## src/rtl/sram_controller.sv

```systemverilog
// sram_controller: turns a 32-bit word access into two sequenced
// half-word accesses on a 16-bit asynchronous SRAM, stalling the pipeline.
module sram_controller #(
    parameter int          WAIT_CYCLES = 2,
    parameter int          SRAM_ADDR_W = 18,
    parameter logic [31:0] BASE_ADDR   = 32'd1024
) (
    input  logic                   clk,
    input  logic                   rst,
    input  logic                   mem_r_en,
    input  logic                   mem_w_en,
    input  logic [31:0]            address,
    input  logic [31:0]            dataToWrite,
    output logic [31:0]            result,
    output logic                   ready,
    output logic [SRAM_ADDR_W-1:0] sram_addr,
    output logic [15:0]            sram_dq_out,
    input  logic [15:0]            sram_dq_in,
    output logic                   sram_dq_oe,
    output logic                   sram_we_n,
    output logic                   sram_oe_n
);

    localparam int IDX_W = SRAM_ADDR_W - 1;
    localparam int CNT_W = (WAIT_CYCLES > 2) ? $clog2(WAIT_CYCLES) : 1;
    localparam logic [CNT_W-1:0] CNT_LOAD = CNT_W'(WAIT_CYCLES - 1);

    typedef enum logic [1:0] {
        S_IDLE,
        S_LO,
        S_HI,
        S_DONE
    } state_e;

    state_e                 state_q, state_d;
    logic [CNT_W-1:0]       cnt_q, cnt_d;
    logic                   is_wr_q, is_wr_d;
    logic [IDX_W-1:0]       idx_q, idx_d;
    logic [31:0]            wdata_q, wdata_d;
    logic [31:0]            result_q, result_d;
    logic [SRAM_ADDR_W-1:0] addr_q, addr_d;
    logic [15:0]            dq_q, dq_d;

    logic req;
    logic last;
    logic active;

    assign req    = mem_r_en | mem_w_en;
    assign last   = (cnt_q == '0);
    assign active = (state_q == S_LO) || (state_q == S_HI);

    // Handshake and SRAM strobes decoded from the current state
    assign ready       = (state_q == S_DONE) || ((state_q == S_IDLE) && !req);
    assign sram_we_n   = !(active && is_wr_q && !last);
    assign sram_oe_n   = !(active && !is_wr_q);
    assign sram_dq_oe  = active && is_wr_q;
    assign sram_addr   = addr_q;
    assign sram_dq_out = dq_q;
    assign result      = result_q;

    // Next-state, counter, request latching, address/data and read capture
    always_comb begin
        state_d  = state_q;
        cnt_d    = cnt_q;
        is_wr_d  = is_wr_q;
        idx_d    = idx_q;
        wdata_d  = wdata_q;
        result_d = result_q;
        addr_d   = addr_q;
        dq_d     = dq_q;
        unique case (state_q)
            S_IDLE: begin
                if (req) begin
                    // Write takes priority when both enables are high
                    is_wr_d = mem_w_en;
                    idx_d   = IDX_W'((address - BASE_ADDR) >> 2);
                    wdata_d = dataToWrite;
                    cnt_d   = CNT_LOAD;
                    addr_d  = {idx_d, 1'b0};
                    if (mem_w_en) begin
                        dq_d = dataToWrite[15:0];
                    end
                    state_d = S_LO;
                end
            end
            S_LO: begin
                if (last) begin
                    if (!is_wr_q) begin
                        result_d[15:0] = sram_dq_in;
                    end
                    cnt_d  = CNT_LOAD;
                    addr_d = {idx_q, 1'b1};
                    if (is_wr_q) begin
                        dq_d = wdata_q[31:16];
                    end
                    state_d = S_HI;
                end else begin
                    cnt_d = cnt_q - CNT_W'(1);
                end
            end
            S_HI: begin
                if (last) begin
                    if (!is_wr_q) begin
                        result_d[31:16] = sram_dq_in;
                    end
                    state_d = S_DONE;
                end else begin
                    cnt_d = cnt_q - CNT_W'(1);
                end
            end
            S_DONE: begin
                state_d = S_IDLE;
            end
            default: begin
                state_d = S_IDLE;
            end
        endcase
    end

    // State and datapath registers
    always_ff @(posedge clk or posedge rst) begin
        if (rst) begin
            state_q  <= S_IDLE;
            cnt_q    <= '0;
            is_wr_q  <= 1'b0;
            idx_q    <= '0;
            wdata_q  <= '0;
            result_q <= '0;
            addr_q   <= '0;
            dq_q     <= '0;
        end else begin
            state_q  <= state_d;
            cnt_q    <= cnt_d;
            is_wr_q  <= is_wr_d;
            idx_q    <= idx_d;
            wdata_q  <= wdata_d;
            result_q <= result_d;
            addr_q   <= addr_d;
            dq_q     <= dq_d;
        end
    end

endmodule

```

## config.mk

```make
export PLATFORM = sky130hd
export DESIGN_NAME = sram_controller
export DESIGN_NICKNAME = d
export VERILOG_FILES = /design/src/rtl/sram_controller.sv
export SDC_FILE = /design/constraint.sdc
export NUM_CORES = 1
export LEC_CHECK = 0
export BUFFER_PORTS_ARGS = -buffer_cell sky130_fd_sc_hd__clkbuf_2
export CAP_MARGIN = 20
export CORE_MARGIN = 2
export CORE_UTILIZATION = 45
export CTS_BUF_LIST = sky130_fd_sc_hd__clkbuf_16
export DETAILED_ROUTE_END_ITERATION = 8
export PLACE_DENSITY_LB_ADDON = 0.25
export SLEW_MARGIN = 0
export SYNTH_ARGS = -nofsm -noshare
export SYNTH_HDL_FRONTEND = slang
export SYNTH_SLANG_ARGS = --single-unit
```

## constraint.sdc

```tcl
create_clock -name clk -period 10.67 [get_ports clk]
set_clock_uncertainty 0.15 [all_clocks]
set_input_delay 2.6675 -clock clk [delete_from_list [all_inputs] [get_ports clk]]
set_output_delay 2.6675 -clock clk [all_outputs]
set_load 0.01 [all_outputs]
```

==> results of run 1 <==
[cell families (layout without fill, tap and decap cells)]
logic type,Yosys count,in the layout,share of synthesized area [%]
xor+xnor,7,7,1.39
buf+inv,23,165,2.50
simple gates,75,75,8.66
compound gates,56,56,7.22
fa+ha+maj,5,5,1.42
flops,103,103,58.5
mux,82,82,20.3
[metrics by stage]
| stage | std cells | cell area [µm²] | hold slack, ns | total power [mW] |
|---|---|---|---|---|
| 2_1_floorplan | 351 | 4400 | 0.298 | 1.22 |
| 6_report | 626 | 5550 | 0.327 | 1.79 |
| 3_5_place_dp | 610 | 5240 | 0.321 | 1.48 |
| 4_1_cts | 626 | 5550 | 0.335 | 1.82 |
| 5_1_grt | 626 | 5550 | 0.367 | 1.94 |
| 3_3_place_gp | 610 | 5240 | 0.314 | 1.45 |
[state kept, by name, indices dropped and copies added (netlist names)]
register / cells
sram_addr: 18
wdata_q: 16
cnt_q: 1
sram_dq_out: 16
is_wr_q: 1
idx_q: 17
result: 32
state_q: 2
[per-layer routing]
layer / track usage, % / vias to the layer above
li1: - / 1484
met1: 19.4 / 1468
met2: 29.3 / 99
met3: 4.88 / 4
met4: 5.06 / 0
met5: 0 / -
[worst register-to-register path: cells and delay by family (launching register included)]
kind	cells	cell delay, ns
muxes	1	0.42
DFF	1	0.40
adders and majority gates	1	0.17
buffers and inverters	2	0.64
and+or+nand+nor	2	0.81
[where the power goes]
group          switching [mW]  leakage (nW)  internal [mW]
Sequential              0.107          1.21          0.594
Combinational           0.402          1.25          0.353
Clock                   0.134         0.154          0.204
Total                   0.644          2.61           1.15
[path summary, 6_finish.rpt]
| check | to | slack [ns] | depth (start not counted) |
|---|---|---|---|
| setup reg to reg | result[14] | 7.97 | 6 |
| hold / removal | sram_addr[7] | 0.33 | 2 |
| hold reg to reg | sram_addr[7] | 0.33 | 2 |
| setup / recovery | ready | 4.34 | 5 |
| min in group asynchronous | result[28] | 2.17 | 2 |
| max in group asynchronous | idx_q[9] | 6.98 | 3 |
[layout make-up]
cell class                      count  area, µm²  area share, %
Clock inverter                      7       88.8           1.60
Inverter                            6       25.0          0.451
Multi-Input combinational cell    225       1740           31.3
Tap cell                          133        166           3.00
Timing Repair Buffer              143        728           13.1
Clock buffer                        9        225           4.06
Sequential cell                   103       2580           46.4
[layout by cell type, fill, tap and decap left out, types with 2 or more instances in the layout]
master     Yosys  routed
a21oi_1       21      21
buf_4          2       5
bufinv_16      0       2
clkbuf_16      0       9
clkbuf_2       0     138
dfrtp_1      103     103
ha_1           5       4
inv_1          6       6
mux2_2        57      57
mux2i_1       24      24
nand2_1       29      29
nand2b_1       2       2
nand3_1        2       2
nor2_1        27      27
nor3b_1        2       2
nor3b_2        2       2
o21ai_0       13      13
o21ai_1       13      12
or2_2          2       2
xnor2_1        7       7
==> results.toml, run 1 <==
[status]
status = "finished, final reports clean"

[route]
drtIter0Drc = 92
dr.max_layer_used = "met4"
wl_met2_mm = 4.24
firstDrtPassIters = 4
wl_per_cell_um = 13.9
dr_total_vias = 3055
drt-total-wl_mm = 8.70
via_per_inst = 4.88
ant_nets = 0
drc = 0
wl_met1_mm = 3.72
wl_met3_um = 682

[clock_tree]
postCtsHoldBufs = 0
clkLatencyLatePin_ns = 0.33
cts_root_buf = "clkbuf_16"
cts_setup_buffers = 0
path_clk_slew_ns = 0.06
cts_tree = "yes"
h-tree-depth = 3
cts_buffer_depth = 2
clkSinkCount = 103
cts_inserted_buffers = 9
ctsResizeCount = 0

[place]
gp_congestion = 0.738
port_buffers = 138
hpwlAfterDp_mm = 6.16
place_worst_setup_slack_ns = 4.35

[global_routing]
grt_usage_pct = 16.6
grt_pass1_vias = 3087
grt_first_pass_wirelength_mm = 13.8
grt_max_degree = 72
antenna_found_initial = 0
overflow = 0

[critical_path]
critPathKind = "in -> out"
worst_path_most_repeated_cell = "clkbuf_2"
cp-start-kind = "input port"
path_cells = "clkbuf_2 -> nor3b_2 -> nor2_1 -> inv_1 -> clkbuf_2"
crit_path_start = "mem_r_en"
rr_startpoint = "state_q[1]"
max_stage_delay_ns = 0.41
critPathBufInv = 3
arrival_ns = 3.51
required_ns = 7.85
crit_fanout = 6
slowest_stage = "nor3b_2"
cp_top_family = "simple AND/OR/NAND/NOR gates"
cp-end-kind = "output pin"

[timing]
slew_viol_final = 0
max_freq_mhz = 158
finalSetupTns_ns = 0
setup_viol = 0
rsz0062_at_grt = "no"
timing.final.ws_setup_ns = 4.34
max_slew.worst_pin.slew_ns = 0.876
period_minus_slack_ns = 6.33
hold_violations = 0
relSlewSlack_pct = 41.6
fin_crit_sh_pct = 59.3

[final_layout]
fillCellCount = 875
nets = 577
drive_above_1_share_pct = 46.7
syn_to_final_growth_pct = 26.0
n_antenna_cell = 0
post-route-util_pct = 57.6

[power]
pwr_density_cell_nw_per_um2 = 323
leakage_nw = 2.61
ir_drop_mv = 0.127

[synth]
synth_edf_count = 0
synth_area_leader_cell = "dfrtp_1"
synth_nets = 440
synth_most_common_cell = "dfrtp_1"
synthFlopType = "dfrtp_1"
ys_ff_latch = 103
synth_top_area_share_pct = 58.5
ys_seq_area_share_pct = 58.5
async_flop_share_pct = 100
syn_area_per_cell_um2 = 12.5
synth.distinct_cells = 37
synthCells = 351
synth_common_cells = "dfrtp_1 (103), mux2_2 (57), nand2_1 (29), nor2_1 (27), mux2i_1 (24)"
yosys-top-cells-area = "dfrtp_1 (59%), mux2_2 (15%), mux2i_1 (5.5%), nand2_1 (2.5%), a21oi_1 (2.4%)"
syn_area_um2 = 4400
yosysWarnings = 0

[floorplanning]
io_pins = 154
core_um2 = 9640
die_y_um = 103
die_x_um = 103
row_count = 36
start_util_pct = 45.7
die_area_um2 = 10600

[hold_path]
worstHoldStart = "sram_addr[7]"
hp-class = "reg -> reg"

[run]
drv_cap = 0
(Power assumes the default switching activity.)
==> inputs of run 2 (changes only) <==
Settings changed: ABC_AREA set to 1.
Clock period 10.67 ns to 5.5 ns, I/O delays scaled along.
==> run 2 against run 1 <==
Compared with the run above: cell area is 2.7% higher; core utilization is 1.6 points lower; register-to-register slack worse by 5.4 ns; largest power group unchanged; highest routed layer unchanged; combinational power is 110% higher; routed wire length is 26% higher; non-clock buffer count is 2 lower.
==> results.toml, run 2 <==
[critical_path]
required_ns = 3.97
critPathBufInv = 3
crit_fanout = 4
rr_startpoint = "state_q[1]"
arrival_ns = 1.99
critPathKind = "in -> out"
path_cells = "clkbuf_2 -> inv_2 -> nand3_2 -> nand2_1 -> clkbuf_2"
cp_top_family = "buffers and inverters"
worst_path_most_repeated_cell = "clkbuf_2"
slowest_stage = "clkbuf_2"
max_stage_delay_ns = 0.15
cp-start-kind = "input port"
cp-end-kind = "output pin"
crit_path_start = "mem_w_en"

[synth]
synth_top_area_share_pct = 55.6
async_flop_share_pct = 100
yosysWarnings = 0
yosys-top-cells-area = "dfrtp_1 (56%), nand2_1 (20%), o21ai_0 (4.9%), inv_1 (3.1%), nor2_1 (2.8%)"
synth_area_leader_cell = "dfrtp_1"
ys_ff_latch = 103
synth_most_common_cell = "nand2_1"
synth_edf_count = 0
synth_nets = 649
synth_common_cells = "nand2_1 (247), dfrtp_1 (103), o21ai_0 (45), inv_1 (38), nor2_1 (35)"
synth.distinct_cells = 29
syn_area_um2 = 4640
syn_area_per_cell_um2 = 8.28
ys_seq_area_share_pct = 55.6
synthFlopType = "dfrtp_1"
synthCells = 560

[final_layout]
drive_above_1_share_pct = 25.9
layout_common_cells = "nand2_1 (247), clkbuf_2 (138), dfrtp_1 (103)"
syn_to_final_growth_pct = 22.9
largest_reg_flops = 32
design_area_um2 = 5700
nets = 775
post-route-util_pct = 56.0
final_common_cell = "nand2_1"
n_antenna_cell = 0

[power]
pwr_density_cell_nw_per_um2 = 627
pwr-share-comb_pct = 43.7
switchingPower_mw = 1.51
clock_power_share_pct = 18.6
p_sw_share_pct = 42.2
p_int_mw = 2.07
power_mw = 3.57
p_seq_share_pct = 37.7
leakage_nw = 3.22
ir_drop_mv = 0.271

[timing]
max_freq_mhz = 284
finalSetupTns_ns = 0
period_minus_slack_ns = 3.52
setup_viol = 0
rsz0062_at_grt = "no"
relSlewSlack_pct = 36.4
fin_crit_sh_pct = 63.9
slew_viol_final = 0
max_slew.worst_pin.slew_ns = 0.952
timing.final.ws_setup_ns = 1.98
hold_violations = 0

[global_routing]
grt_pass1_vias = 3750
grt_usage_pct = 19.9
grt_max_degree = 62
overflow = 0
grt_first_pass_wirelength_mm = 17.9
antenna_found_initial = 0

[clock_tree]
cts_buffer_depth = 2
cts_setup_buffers = 0
postCtsHoldBufs = 0
cts_tree = "yes"
ctsResizeCount = 0
clkLatencyLatePin_ns = 0.34
clkSinkCount = 103
cts_root_buf = "clkbuf_16"
cts_inserted_buffers = 9
path_clk_slew_ns = 0.07
h-tree-depth = 3

[route]
via_per_inst = 4.80
firstDrtPassIters = 4
dr_total_vias = 3968
drtIter0Drc = 171
wl_per_cell_um = 13.3
drt-total-wl_mm = 11.0
ant_nets = 0
drc = 0

[run]
drv_cap = 0

[place]
hpwlAfterDp_mm = 7.42
gp_congestion = 0.859
port_buffers = 138
place_worst_setup_slack_ns = 1.99
placed_area_um2 = 5370

[floorplanning]
die_area_um2 = 11100
io_pins = 154
die_x_um = 106
row_count = 37
start_util_pct = 45.5
die_y_um = 106
core_um2 = 10200

[hold_path]
worstHoldStart = "wdata_q[31]"
hp-class = "reg -> reg"

[status]
status = "finished, final reports clean"
-- run 2: cell count changes in the layout (fill, tap and decap cells not counted), moves of 12 or more --
cell / delta
mux2_2: -57
mux2i_1: -24
nand2_1: +218
a21oi_1: -12
inv_1: +31
o21ai_0: +32
-- run 2: kinds of logic (layout without fill, tap and decap cells) --
kind of cell / Yosys count / in the layout / synth area share, %
AND/OR/NAND/NOR: 298 / 298 / 24.9
adder cells (fa/ha/maj): 5 / 5 / 1.35
flip-flops: 103 / 103 / 55.6
XOR/XNOR: 1 / 1 / 0.189
buffers and inverters: 69 / 200 / 6.66
AO/OA/AOI/OAI: 84 / 84 / 11.4
-- run 2: worst reg2reg max path, delay by kind of cell, from the launching register on --
family                     cells  cell delay, ns
AOI/OAI and AO/OA              1            0.58
buffers and inverters          3            0.88
adders and majority gates      1            0.44
and+or+nand+nor                3            0.38
DFF                            1            0.41
-- run 2: worst paths after layout --
check | to | slack (ns) | cells after the start
max in group asynchronous | wdata_q[26] | 3.12 | 3
worst max register to register | sram_dq_out[15] | 2.54 | 8
worst max-delay path | ready | 1.98 | 5
worst min register to register | wdata_q[31] | 0.32 | 2
min in group asynchronous | result[7] | 1.00 | 2
worst min-delay path | wdata_q[31] | 0.32 | 2
-- run 2: cell type report --
| cell class | count | area [µm²] |
|---|---|---|
| flip-flops and latches | 103 | 2580 |
| clock inverters | 7 | 85.1 |
| fillers | 1016 | 4490 |
| repair buffers | 141 | 726 |
| clock buffers | 9 | 225 |
| multi-input cells | 388 | 1750 |
| inverters | 43 | 164 |
| well taps | 136 | 170 |
-- run 2: metrics by stage --
stage | hold slack (ns) | instances
floorplan | 0.287 | 560
detailed placement | 0.309 | 810
finish | 0.321 | 827
global placement | 0.302 | 810
global route | 0.346 | 827
CTS | 0.328 | 826
-- run 2: power by group through the flow --
stage / registers, mW / clock network, mW / logic [mW]
floorplan: 1.44 / 0 / 0.985
global placement: 1.34 / 0 / 1.52
detailed placement: 1.35 / 0 / 1.56
CTS: 1.34 / 0.680 / 1.57
global route: 1.39 / 0.710 / 1.77
finish: 1.35 / 0.663 / 1.56
-- run 2: metal layers --
layer  vias up  GRT usage (%)  wire, µm
li1       1994              -         -
met1      1851           27.4      5110
met2       114           32.1      5140
met3         9           3.90       618
met4         0           5.64       108
met5         -              0         0
==> inputs of run 3 (changes only) <==
Clock period 5.5 ns to 3.1 ns, I/O delays scaled along.
==> run 3 against run 2 <==
Compared with the run above: via count up 0.60%; critical path type is now reg -> reg; final cell count up 0.36%; flip-flop and latch count unchanged; die area unchanged; critical endpoint is now sram_dq_out[3]; worst setup slack worse by 1.4 ns; first-iteration DRC count up 19%; register-to-register slack worse by 2.0 ns; clock power up 63%; cell area about the same; combinational power up 78%; total power up 75%; core utilization about the same.
==> results.toml, run 3 (synthesized netlist as in run 2, its figures left out) <==
[timing]
setup_viol = 0
fin_crit_sh_pct = 82.2
whs_ns = 0.268
hold_violations = 0
relSlewSlack_pct = 38.9
period_minus_slack_ns = 2.55
max_slew.worst_pin.slew_ns = 0.914
slew_viol_final = 0
max_freq_mhz = 392
rsz0062_at_grt = "no"
finalSetupTns_ns = 0

[power]
leakage_nw = 3.22
pwr-share-comb_pct = 44.5
switchingPower_mw = 2.66
p_sw_share_pct = 42.6
p_int_mw = 3.58
pwr_density_cell_nw_per_um2 = 1100
ir_drop_mv = 0.455
p_seq_share_pct = 38.2
clock_power_share_pct = 17.3

[route]
via_per_inst = 4.81
drt-total-wl_mm = 10.9
wl_per_cell_um = 13.2
dr_total_vias = 3992
ant_nets = 0
firstDrtPassIters = 4
drtIter0Drc = 204
drc = 0

[floorplanning]
die_x_um = 106
core_um2 = 10200
die_y_um = 106
io_pins = 154
row_count = 37
die_area_um2 = 11100
start_util_pct = 45.5

[final_layout]
nets = 778
post-route-util_pct = 55.9
n_antenna_cell = 0
fillCellCount = 976
syn_to_final_growth_pct = 22.8
final_common_cell = "nand2_1"
layout_common_cells = "nand2_1 (247), clkbuf_2 (138), dfrtp_1 (103)"
largest_reg_flops = 32
drive_above_1_share_pct = 26.2

[clock_tree]
cts_inserted_buffers = 9
cts_buffer_depth = 2
h-tree-depth = 3
path_clk_slew_ns = 0.07
cts_tree = "yes"
cts_root_buf = "clkbuf_16"
ctsResizeCount = 0
cts_setup_buffers = 0
clkLatencyLatePin_ns = 0.34
clkSinkCount = 103
postCtsHoldBufs = 0

[critical_path]
arrival_ns = 2.68
crit_fanout = 23
worst_path_most_repeated_cell = "nand2_1"
slowest_stage = "ha_1"
max_stage_delay_ns = 0.55
path_cells = "inv_1 -> ha_1 -> nand2_1 -> o21ai_2 -> nand2_2 -> nor2_4 -> nand2_1 -> nand2_1"
required_ns = 3.23
crit_path_start = "state_q[1]"
critPathKind = "reg -> reg"
cp-start-kind = "register"
cp-end-kind = "register"
rr_startpoint = "state_q[1]"

[global_routing]
grt_usage_pct = 20.7
grt_pass1_vias = 3914
grt_first_pass_wirelength_mm = 18.4
grt_max_degree = 88
overflow = 0
antenna_found_initial = 0

[hold_path]
hp-class = "in -> async"

[place]
hpwlAfterDp_mm = 7.49
port_buffers = 138
gp_congestion = 0.856

[status]
status = "finished, final reports clean"

[run]
drv_cap = 0
## run 3: cell types whose count changed in the layout (fill, tap and decap cells not counted)
| cell | previous run | this run |
|---|---|---|
| buf_4 | 2 | 5 |
| clkinv_2 | 0 | 2 |
| bufinv_16 | 1 | 0 |
| clkinvlp_4 | 0 | 1 |
| inv_4 | 1 | 0 |
| inv_6 | 3 | 2 |
## run 3: cell type report
| class | instances | area [µm²] | share of cell area [%] |
|---|---|---|---|
| repair buffers | 144 | 748 | 13.1 |
| well taps | 136 | 170 | 2.99 |
| clock inverters | 7 | 56.3 | 0.989 |
| flip-flops and latches | 103 | 2580 | 45.3 |
| multi-input cells | 388 | 1750 | 30.8 |
| inverters | 43 | 165 | 2.90 |
| clock buffers | 9 | 225 | 3.96 |
## run 3: critical path, delay by kind of cell, from the launching register on
family          cells  cell delay [ns]
simple gates        5             1.17
buf+inv             1             0.09
flops               1             0.42
compound gates      1             0.10
fa+ha+maj           1             0.55
## run 3: worst paths after layout
path / cells after the start / slack [ns] / to
max: 8 / 0.55 / sram_dq_out[3]
min: 2 / 0.27 / sram_addr[4]
min reg2reg: 2 / 0.32 / wdata_q[30]
min in group clk: 2 / 0.32 / wdata_q[30]
max in group asynchronous: 3 / 1.76 / sram_addr[11]
max reg2reg: 8 / 0.55 / sram_dq_out[3]
## run 3: power groups by stage
| stage | combinational (mW) | sequential [mW] | clock (mW) |
|---|---|---|---|
| 2_1_floorplan | 1.75 | 2.55 | 0 |
| 3_3_place_gp | 2.72 | 2.37 | 0 |
| 3_5_place_dp | 2.80 | 2.40 | 0 |
| 4_1_cts | 2.81 | 2.38 | 1.11 |
| 5_1_grt | 3.17 | 2.46 | 1.16 |
| 6_report | 2.77 | 2.38 | 1.08 |
## run 3: metrics by stage
step / setup WS [ns] / instance area, µm² / cells / power (mW)
CTS: 0.512 / 5690 / 830 / 6.31
detailed placement: 0.593 / 5410 / 814 / 5.20
finish: 0.552 / 5690 / 830 / 6.24
global placement: 0.652 / 5410 / 814 / 5.10
global route: 0.326 / 5690 / 830 / 6.80
floorplan: 0.943 / 4640 / 560 / 4.30
## run 3: layer usage
metal / track usage (%) / wire length [µm] / up-vias
met2: 32.4 / 5010 / 117
met5: 0 / 0 / -
met4: 8.27 / 215 / 0
met1: 29.0 / 5150 / 1849
li1: - / - / 2010
met3: 3.03 / 572 / 16
